`src/rtl/i2c_codec_responder_if.sv`:
```
// I2C codec control-port bus bundle: SCL/SDA pad side plus
// the decoded register-write and status outputs.
interface i2c_codec_responder_if;
  logic       i_sclk;
  logic       i_sdat;
  logic       o_sdat_oen;
  logic       o_wr_valid;
  logic [6:0] o_wr_addr;
  logic [8:0] o_wr_data;
  logic       o_busy;
  logic       o_err;

  modport slave (
    input  i_sclk,
    input  i_sdat,
    output o_sdat_oen,
    output o_wr_valid,
    output o_wr_addr,
    output o_wr_data,
    output o_busy,
    output o_err
  );

  modport master (
    output i_sclk,
    output i_sdat,
    input  o_sdat_oen,
    input  o_wr_valid,
    input  o_wr_addr,
    input  o_wr_data,
    input  o_busy,
    input  o_err
  );
endinterface

```
`src/rtl/i2c_codec_responder.sv`:
```
// I2C write-only target for the codec control port: accepts
// 3-byte writes and emits one 7-bit addr / 9-bit data strobe each.
module i2c_codec_responder #(
  parameter logic [6:0] DEV_ADDR = 7'h1A
) (
  input  logic                         i_clk,
  input  logic                         i_rst_n,
  i2c_codec_responder_if.slave         bus
);

  typedef enum logic [2:0] {
    S_IDLE,
    S_ADDR,
    S_ACK_A,
    S_BYTE1,
    S_ACK_1,
    S_BYTE2,
    S_ACK_2,
    S_WAIT_STOP
  } state_t;

  state_t     r_state, w_state;
  logic       r_scl_m, r_scl_s, r_scl_p;
  logic       r_sda_m, r_sda_s, r_sda_p;
  logic [7:0] r_sh, w_sh;
  logic [7:0] r_hold, w_hold;
  logic [2:0] r_cnt, w_cnt;
  logic       r_full, w_full;
  logic       r_oen, w_oen;
  logic       r_valid, w_valid;
  logic [6:0] r_addr, w_addr;
  logic [8:0] r_data, w_data;
  logic       r_busy, w_busy;
  logic       r_err, w_err;

  logic w_rise, w_fall, w_start, w_stop, w_mid_word;

  assign w_rise  = !r_scl_p & r_scl_s;
  assign w_fall  = r_scl_p & !r_scl_s;
  assign w_start = r_scl_s & r_scl_p & r_sda_p & !r_sda_s;
  assign w_stop  = r_scl_s & r_scl_p & !r_sda_p & r_sda_s;

  // A word is only partially received in these states.
  assign w_mid_word = (r_state == S_BYTE1) || (r_state == S_ACK_1)
                   || (r_state == S_BYTE2);

  always_comb begin
    w_state = r_state;
    w_sh    = r_sh;
    w_hold  = r_hold;
    w_cnt   = r_cnt;
    w_full  = r_full;
    w_oen   = r_oen;
    w_valid = 1'b0;
    w_addr  = r_addr;
    w_data  = r_data;
    w_busy  = r_busy;
    w_err   = 1'b0;
    if (w_stop) begin
      w_state = S_IDLE;
      w_busy  = 1'b0;
      w_oen   = 1'b0;
      w_full  = 1'b0;
      w_err   = w_mid_word;
    end else if (w_start) begin
      w_state = S_ADDR;
      w_cnt   = 3'd0;
      w_full  = 1'b0;
      w_busy  = 1'b1;
      w_oen   = 1'b0;
      w_err   = w_mid_word;
    end else begin
      unique case (r_state)
        S_ADDR, S_BYTE1, S_BYTE2: begin
          if (w_rise) begin
            w_sh  = {r_sh[6:0], r_sda_s};
            w_cnt = r_cnt + 3'd1;
            if (r_cnt == 3'd7) w_full = 1'b1;
          end else if (w_fall && r_full) begin
            w_full = 1'b0;
            if (r_state == S_ADDR) begin
              if (r_sh[7:1] == DEV_ADDR && !r_sh[0]) begin
                w_state = S_ACK_A;
                w_oen   = 1'b1;
              end else begin
                w_state = S_WAIT_STOP;
                w_err   = (r_sh[7:1] == DEV_ADDR);
              end
            end else if (r_state == S_BYTE1) begin
              w_state = S_ACK_1;
              w_oen   = 1'b1;
              w_hold  = r_sh;
            end else begin
              w_state = S_ACK_2;
              w_oen   = 1'b1;
              w_valid = 1'b1;
              w_addr  = r_hold[7:1];
              w_data  = {r_hold[0], r_sh};
            end
          end
        end
        S_ACK_A, S_ACK_1, S_ACK_2: begin
          if (w_fall) begin
            w_oen = 1'b0;
            w_cnt = 3'd0;
            if (r_state == S_ACK_A)      w_state = S_BYTE1;
            else if (r_state == S_ACK_1) w_state = S_BYTE2;
            else                         w_state = S_WAIT_STOP;
          end
        end
        default: ;
      endcase
    end
  end

  always_ff @(posedge i_clk) begin
    if (!i_rst_n) begin
      r_scl_m <= 1'b1;
      r_scl_s <= 1'b1;
      r_scl_p <= 1'b1;
      r_sda_m <= 1'b1;
      r_sda_s <= 1'b1;
      r_sda_p <= 1'b1;
      r_state <= S_IDLE;
      r_sh    <= 8'd0;
      r_hold  <= 8'd0;
      r_cnt   <= 3'd0;
      r_full  <= 1'b0;
      r_oen   <= 1'b0;
      r_valid <= 1'b0;
      r_addr  <= 7'd0;
      r_data  <= 9'd0;
      r_busy  <= 1'b0;
      r_err   <= 1'b0;
    end else begin
      r_scl_m <= bus.i_sclk;
      r_scl_s <= r_scl_m;
      r_scl_p <= r_scl_s;
      r_sda_m <= bus.i_sdat;
      r_sda_s <= r_sda_m;
      r_sda_p <= r_sda_s;
      r_state <= w_state;
      r_sh    <= w_sh;
      r_hold  <= w_hold;
      r_cnt   <= w_cnt;
      r_full  <= w_full;
      r_oen   <= w_oen;
      r_valid <= w_valid;
      r_addr  <= w_addr;
      r_data  <= w_data;
      r_busy  <= w_busy;
      r_err   <= w_err;
    end
  end

  assign bus.o_sdat_oen = r_oen;
  assign bus.o_wr_valid = r_valid;
  assign bus.o_wr_addr  = r_addr;
  assign bus.o_wr_data  = r_data;
  assign bus.o_busy     = r_busy;
  assign bus.o_err      = r_err;

endmodule

```
`src/flat_wrapper.sv`:
```
// flat-port wrapper written by rule: the top's interface ports become plain ports
module i2c_codec_responder_flat 
#(
  parameter logic [6:0] DEV_ADDR = 7'h1A
)
  (i_clk, i_rst_n, bus_i_sclk, bus_i_sdat, bus_o_sdat_oen, bus_o_wr_valid, bus_o_wr_addr, bus_o_wr_data, bus_o_busy, bus_o_err);
  i2c_codec_responder_if bus_i ();
  input  logic i_clk;
  input  logic i_rst_n;
  input wire logic [$bits(bus_i.i_sclk)-1:0] bus_i_sclk;
  input wire logic [$bits(bus_i.i_sdat)-1:0] bus_i_sdat;
  output wire logic [$bits(bus_i.o_sdat_oen)-1:0] bus_o_sdat_oen;
  output wire logic [$bits(bus_i.o_wr_valid)-1:0] bus_o_wr_valid;
  output wire logic [$bits(bus_i.o_wr_addr)-1:0] bus_o_wr_addr;
  output wire logic [$bits(bus_i.o_wr_data)-1:0] bus_o_wr_data;
  output wire logic [$bits(bus_i.o_busy)-1:0] bus_o_busy;
  output wire logic [$bits(bus_i.o_err)-1:0] bus_o_err;
  assign bus_i.i_sclk = bus_i_sclk;
  assign bus_i.i_sdat = bus_i_sdat;
  assign bus_o_sdat_oen = bus_i.o_sdat_oen;
  assign bus_o_wr_valid = bus_i.o_wr_valid;
  assign bus_o_wr_addr = bus_i.o_wr_addr;
  assign bus_o_wr_data = bus_i.o_wr_data;
  assign bus_o_busy = bus_i.o_busy;
  assign bus_o_err = bus_i.o_err;
  i2c_codec_responder #(.DEV_ADDR(DEV_ADDR)) u_core (.i_clk(i_clk), .i_rst_n(i_rst_n), .bus(bus_i));
endmodule
```
`config.mk`:
```
export PLATFORM = sky130hd
export DESIGN_NAME = i2c_codec_responder_flat
export DESIGN_NICKNAME = d
export VERILOG_FILES = /design/src/rtl/i2c_codec_responder_if.sv /design/src/rtl/i2c_codec_responder.sv /design/src/flat_wrapper.sv
export SDC_FILE = /design/constraint.sdc
export NUM_CORES = 1
export LEC_CHECK = 0
export BUFFER_PORTS_ARGS = -buffer_cell sky130_fd_sc_hd__buf_2
export CAP_MARGIN = 40
export CORE_MARGIN = 5
export CORE_UTILIZATION = 61
export DETAILED_ROUTE_END_ITERATION = 10
export PLACE_DENSITY = 0.83
export SLEW_MARGIN = 20
export SYNTH_ARGS = -nofsm -noshare
export SYNTH_HDL_FRONTEND = slang
export SYNTH_SLANG_ARGS = --single-unit
```
`constraint.sdc`:
```
create_clock -name i_clk -period 3 [get_ports i_clk]
set_clock_uncertainty 0.15 [all_clocks]
set_input_delay 0 -clock i_clk [delete_from_list [all_inputs] [get_ports i_clk]]
set_output_delay 0 -clock i_clk [all_outputs]
set_load 0.005 [all_outputs]
```
==> results of run 1 <==
==> power by group through the flow <==
stage | Sequential (mW) | Clock (mW) | Combinational [mW]
global placement | 0.676 | 0 | 0.0363
detailed placement | 0.676 | 0 | 0.0371
floorplan | 0.675 | 0 | 0.0293
global route | 0.663 | 0.328 | 0.0468
finish | 0.662 | 0.292 | 0.0419
CTS | 0.662 | 0.300 | 0.0421
==> timing repair <==
item,4_1_cts,5_1_grt
gates resized for setup,0,0
hold buffers,5,0
endpoints found under the setup margin,0,0
hold endpoints to repair,6,0
==> layer usage <==
layer	GRT usage, %	vias to the layer above
met2	29.3	19
met1	20.3	621
li1	-	693
met3	5.42	7
met4	6.70	0
met5	0	-
==> kinds of logic after synthesis <==
logic type               Yosys count  share of synthesized area [%]
adder cells (fa/ha/maj)            2                           1.23
buffers and inverters              7                           1.90
flip-flops                        49                           48.1
XOR/XNOR                           1                          0.430
multiplexers                      35                           17.2
AO/OA/AOI/OAI                     11                           5.03
AND/OR/NAND/NOR                   81                           26.1
==> Yosys cell counts, types with 2 or more instances <==
| cell | count |
|---|---|
| nor3b_1 | 3 |
| nand2b_1 | 7 |
| mux2i_1 | 35 |
| nand3b_1 | 2 |
| nand2_1 | 8 |
| nor2_1 | 5 |
| ha_1 | 2 |
| a21oi_1 | 2 |
| dfxtp_1 | 49 |
| nand3_1 | 2 |
| clkbuf_1 | 4 |
| and2_1 | 2 |
| nor2b_1 | 35 |
| nor3_1 | 5 |
==> sequential cells by signal, summed over array words and instances, names as in the netlist, 3 cells and up <==
name	cells
u_core.bus.o_wr_addr	7
u_core.bus.o_wr_data	9
u_core.r_cnt	3
u_core.r_hold	8
u_core.r_sh	8
u_core.r_state	3
==> final timing paths <==
check | from | to | cells after the start
worst max-delay path | u_core.r_state[0]$_SDFFE_PP0P_ | u_core.r_hold[1]$_SDFFE_PN0P_ | 4
worst min-delay path | u_core.r_scl_m$_SDFF_PN1_ | u_core.r_scl_s$_SDFF_PN1_ | 1
worst min register to register | u_core.r_scl_m$_SDFF_PN1_ | u_core.r_scl_s$_SDFF_PN1_ | 1
worst max register to register | u_core.r_state[0]$_SDFFE_PP0P_ | u_core.r_hold[1]$_SDFFE_PN0P_ | 4
==> stage by stage <==
step	hold WS [ns]	setup WS, ns	cell area, sq um
final	0.276	0.980	2280
after global routing	0.327	0.858	2280
after CTS	0.283	0.966	2280
after detailed placement	0.0383	0.983	2170
after global placement	0.0340	1.06	2170
after floorplan	-0.0767	1.52	2040
==> cell type report <==
cell class | count | share of cell area [%]
clock buffers | 7 | 1.98
clock inverters | 1 | 0.330
multi-input cells | 130 | 44.8
flip-flops and latches | 49 | 43.1
well taps | 46 | 2.53
repair buffers | 28 | 7.26
==> results.json, run 1 <==
{
  "status": "finished clean",
  "fp.dieArea_sq_um": 4600,
  "grt_antenna_before_repair": 0,
  "fmax_mhz": 495,
  "crit_path_top_delay_cell": "nor3b_2",
  "ys_seq_elements": 49,
  "final_total_power_uw": 996,
  "critical_path_peak_fanout": 9,
  "worstMarginPinSlew_ns": 0.834,
  "finalWirelength_microns": 3420,
  "cpPeakStageDelay_ns": 0.74,
  "layout_min_cycle_time_ns": 2.02,
  "routed-wl-met3_microns": 147,
  "area_taken_by_multi_input_logic_gates_sq_um": 1020,
  "syn_area_sq_um": 2040,
  "final-seq-area_sq_um": 981,
  "critPathTopFamily": "simple AND/OR/NAND/NOR gates",
  "crit_path_cell_trace": "nand4b_4, nor3b_2, mux2i_1, nor2b_1",
  "headroom_to_the_max_slew_limit_pct": 44.2,
  "io_pins": 24,
  "finalHoldViolCount": 0,
  "layout.nets": 220,
  "netlist-cell-type-count": 39,
  "synth.top_cell.area_share_pct": 48.1,
  "stdcell_count": 261,
  "clock_sinks": 49,
  "initial_core_util_pct": 62.1,
  "power.switching_fraction_pct": 22.5,
  "postSynth.asyncResetShare_pct": 0,
  "irDropWorstVdd_mv": 0.371,
  "first_iter_violations": 60,
  "cts_buffers": 5,
  "post-dp-hpwl_microns": 2420,
  "gr-usage-all-layers_pct": 17.3,
  "worst_setup_start_kind": "flop",
  "syn-mean-instance-area_sq_um": 11.0,
  "crit_arrival_ns": 2.13,
  "cts_tree": "yes",
  "final_estimated_routing_congestion_in_global_placement": 0.858,
  "final_common_cell": "dfxtp_1",
  "post_drt_via_cell_ratio": 5.13,
  "post_cts.repair.setup_buffers": 0,
  "core_area_sq_um": 3280,
  "ctsLongestPathBuffers": 2,
  "critPathBufInv": 0,
  "drt_drc": 0,
  "timing.reg2reg.setup_slack_ns": 0.98,
  "rsz_0062_raised_after_global_routing": "no",
  "synth.yosys.seq_area_share_pct": 48.1,
  "setup_viol": 0,
  "power.share.clock_pct": 29.3,
  "route.top_layer_used": "met4",
  "number_of_placement_rows": 21,
  "switchingPower_uw": 224,
  "post_synth_edffs": 0,
  "grt.overflow.total": 0,
  "clock_tree.root_cell": "clkbuf_4",
  "met1_length_microns": 1580,
  "drt_pass_1_iters": 4,
  "finalCritPeriodShare_pct": 67.3,
  "layout.cells.most_common_list": "dfxtp_1, mux2i_1, nor2b_1, buf_2, nand2_1",
  "worst-setup-path-type": "reg -> reg",
  "drive_above_1_share_pct": 18.6,
  "synth.net_count": 192,
  "cts.clk_slew.worst_paths_ns": 0.13,
  "n_antenna_cell": 0,
  "endpoint_kind": "flop",
  "setup-tns-final_ns": 0,
  "synthTopCellsByArea": "dfxtp_1, mux2i_1, nor2b_1",
  "synth_top_cell_by_area": "dfxtp_1",
  "synthCells": 186,
  "static_leakage_nw": 0.933,
  "nFillCells": 270,
  "maximum_number_of_pins_on_one_net_before_global_route_repair": 45,
  "dieHeight_microns": 67.8,
  "ant_nets": 0,
  "synthesis.yosys.warnings": 0,
  "max_cap_violations": 0,
  "min_path_type": "reg -> reg",
  "power_density_nw_per_um2": 438,
  "syn2layout_area_growth_pct": 11.6,
  "fin_util_pct": 69.3,
  "placed_cells_incl_taps": 248,
  "first_global_vias": 1337,
  "worstSkewPairLatency_ns": 0.36,
  "global_route_wire_length_before_repair_microns": 5930,
  "power_frac_comb_pct": 4.2,
  "route.vias.total": 1340,
  "numPortBuffers": 23,
  "final-max-slew-violation-count": 0,
  "mean_routed_wirelength_per_cell_microns": 13.1,
  "seqPwrFrac_pct": 66.5,
  "cts_max_level": 2,
  "die_w_microns": 67.8,
  "synth_flop_cell": "dfxtp_1",
  "cell_internal_pwr_uw": 772,
  "wl_met2_microns": 1640,
  "timing.critical_path.required_ns": 3.12
}
No activity file was read; power rests on OpenSTA's default activity.
==> run 2: changes to the inputs <==
--- a/config.mk
+++ b/config.mk
@@ -8,9 +8,9 @@
 export BUFFER_PORTS_ARGS = -buffer_cell sky130_fd_sc_hd__buf_2
 export CAP_MARGIN = 40
 export CORE_MARGIN = 5
-export CORE_UTILIZATION = 61
+export CORE_UTILIZATION = 56
 export DETAILED_ROUTE_END_ITERATION = 10
-export PLACE_DENSITY = 0.83
+export PLACE_DENSITY = 0.77
 export SLEW_MARGIN = 20
 export SYNTH_ARGS = -nofsm -noshare
 export SYNTH_HDL_FRONTEND = slang
==> constraint.sdc (replaced) <==
create_clock -name i_clk -period 2 [get_ports i_clk]
set_clock_uncertainty 0.15 [all_clocks]
set_input_delay 0 -clock i_clk [delete_from_list [all_inputs] [get_ports i_clk]]
set_output_delay 0 -clock i_clk [all_outputs]
set_load 0.005 [all_outputs]
==> run 2 against run 1 <==
  * Sequential share of layout area down 0.58 points
  * Non-clock buffer count unchanged
  * Global-route usage down 1.8 points
  * Final area up 1.4%
  * Hold slack worse by 0.011 ns
  * Register-to-register slack worse by 0.77 ns
  * Die area up 7.6%
  * Setup slack worse by 0.77 ns
  * Combinational power up 46%
  * Cell count up 0.38%
  * Critical endpoint is now u_core.r_sh[6]$_SDFFE_PN0P_
==> results.json, run 2 (synthesized netlist as in run 1, its figures left out) <==
{
  "crit_arrival_ns": 1.83,
  "fp.dieArea_sq_um": 4950,
  "largest_register_ffs": 9,
  "ctsResizeCount": 0,
  "rsz_0062_raised_after_global_routing": "no",
  "switchingPower_uw": 334,
  "route.vias.total": 1362,
  "core_area_sq_um": 3610,
  "clock_tree.root_cell": "clkbuf_8",
  "fmax_mhz": 560,
  "stdcell_count": 262,
  "critical_path_peak_fanout": 8,
  "ant_nets": 0,
  "dieHeight_microns": 70.4,
  "cts_buffers": 5,
  "drt_pass_1_iters": 4,
  "grt_antenna_before_repair": 0,
  "final_design_area_no_fill_sq_um": 2310,
  "irDropWorstVdd_mv": 0.425,
  "drive_above_1_share_pct": 19.6,
  "placed_cells_incl_taps": 252,
  "headroom_to_the_max_slew_limit_pct": 66.1,
  "first_iter_violations": 45,
  "power.share.clock_pct": 35.2,
  "layout.nets": 220,
  "power.switching_fraction_pct": 20.6,
  "final_total_power_mw": 1.62,
  "cts_tree": "yes",
  "post-dp-hpwl_microns": 2560,
  "ctsLongestPathBuffers": 2,
  "grt.overflow.total": 0,
  "cts.clk_slew.worst_paths_ns": 0.08,
  "max_cap_violations": 0,
  "number_of_placement_rows": 22,
  "layout_min_cycle_time_ns": 1.79,
  "cell_internal_pwr_mw": 1.29,
  "worstSkewPairLatency_ns": 0.30,
  "area_taken_by_multi_input_logic_gates_sq_um": 1020,
  "maximum_number_of_pins_on_one_net_before_global_route_repair": 28,
  "initial_core_util_pct": 56.6,
  "mean_routed_wirelength_per_cell_microns": 13.3,
  "final_estimated_routing_congestion_in_global_placement": 0.818,
  "drt_drc": 0,
  "power_frac_comb_pct": 3.8,
  "n_antenna_cell": 0,
  "first_global_vias": 1422,
  "global_route_wire_length_before_repair_microns": 6180,
  "worst_setup_start_kind": "flop",
  "finalCritPeriodShare_pct": 89.3,
  "gr-usage-all-layers_pct": 15.5,
  "finalHoldViolCount": 0,
  "status": "finished clean",
  "cts_max_level": 2,
  "syn2layout_area_growth_pct": 13.1,
  "worstMarginPinSlew_ns": 0.507,
  "layout.cells.most_common_list": "dfxtp_1, mux2i_1, nor2b_1, buf_2, nand2_1",
  "setup-tns-final_ns": 0,
  "cpPeakStageDelay_ns": 0.48,
  "clock_sinks": 49,
  "worst-setup-path-type": "reg -> reg",
  "endpoint_kind": "flop",
  "final-seq-area_sq_um": 981,
  "nFillCells": 321,
  "final_common_cell": "dfxtp_1",
  "seqPwrFrac_pct": 61.0,
  "timing.critical_path.required_ns": 2.04,
  "fin_util_pct": 64.0,
  "min_path_type": "reg -> reg",
  "crit_path_cell_trace": "a21boi_4, nand3b_1, mux2i_1, nor2b_1",
  "final-max-slew-violation-count": 0,
  "place_area_sq_um": 2190,
  "die_w_microns": 70.4,
  "numPortBuffers": 23,
  "power_density_nw_per_um2": 704,
  "post_drt_via_cell_ratio": 5.20,
  "static_leakage_nw": 0.956,
  "setup_viol": 0,
  "io_pins": 24,
  "finalWirelength_microns": 3480,
  "crit_path_top_delay_cell": "dfxtp_1"
}
[run 2: cell count changes in the layout (fill, tap and decap cells not counted)]
cell | before | now
clkbuf_4 | 5 | 0
clkbuf_8 | 0 | 6
buf_4 | 0 | 2
clkinvlp_4 | 1 | 0
dlygate4sd3_1 | 5 | 3
clkbuf_1 | 2 | 1
[run 2: power by group through the flow]
stage | combinational [mW] | clock [mW] | sequential (mW)
after floorplan | 0.0440 | 0 | 1.01
after global placement | 0.0545 | 0 | 1.01
after detailed placement | 0.0576 | 0 | 1.01
after CTS | 0.0619 | 0.583 | 0.991
after global routing | 0.0672 | 0.626 | 0.993
final | 0.0612 | 0.572 | 0.991
[run 2: path summary, 6_finish.rpt]
path	from	end	slack (ns)	depth (start not counted)
worst max-delay path	u_core.r_state[0]$_SDFFE_PP0P_	u_core.r_sh[6]$_SDFFE_PN0P_	0.21	4
worst min-delay path	u_core.r_scl_m$_SDFF_PN1_	u_core.r_scl_s$_SDFF_PN1_	0.26	1
worst max register to register	u_core.r_state[0]$_SDFFE_PP0P_	u_core.r_sh[6]$_SDFFE_PN0P_	0.21	4
worst min register to register	u_core.r_scl_m$_SDFF_PN1_	u_core.r_scl_s$_SDFF_PN1_	0.26	1
[run 2: per-stage QoR]
stage	setup slack, ns	hold slack (ns)
after detailed placement	0.199	0.0349
after floorplan	0.522	-0.0767
after global routing	0.0574	0.281
after CTS	0.181	0.263
final	0.214	0.264
after global placement	0.342	0.0316
[run 2: critical path: cells and delay by family, from the launching register on]
family           cells  cell delay [ns]
flip-flops           1             0.48
multiplexers         1             0.30
AND/OR/NAND/NOR      2             0.47
AO/OA/AOI/OAI        1             0.29
[run 2: final cells by class]
class	instances	area share, %
multi-input combinational	130	44.2
clock buffer	7	3.74
tap	48	2.60
sequential	49	42.5
timing repair buffer	28	6.94
[run 2: routing by layer]
| metal | wire length (microns) | part of all wire [%] | GRT usage, % | vias to the layer above |
|---|---|---|---|---|
| li1 | - | - | - | 693 |
| met1 | 1550 | 45 | 17.2 | 641 |
| met2 | 1700 | 49 | 26.8 | 23 |
| met3 | 172 | 4.9 | 5.61 | 5 |
| met4 | 51 | 1.5 | 5.74 | 0 |
| met5 | 0 | 0 | 0 | - |
[run 2: repair_timing]
item / CTS / global route
buffers inserted: 0 / 0
hold endpoints to repair: 17 / 0
hold buffers: 3 / 0
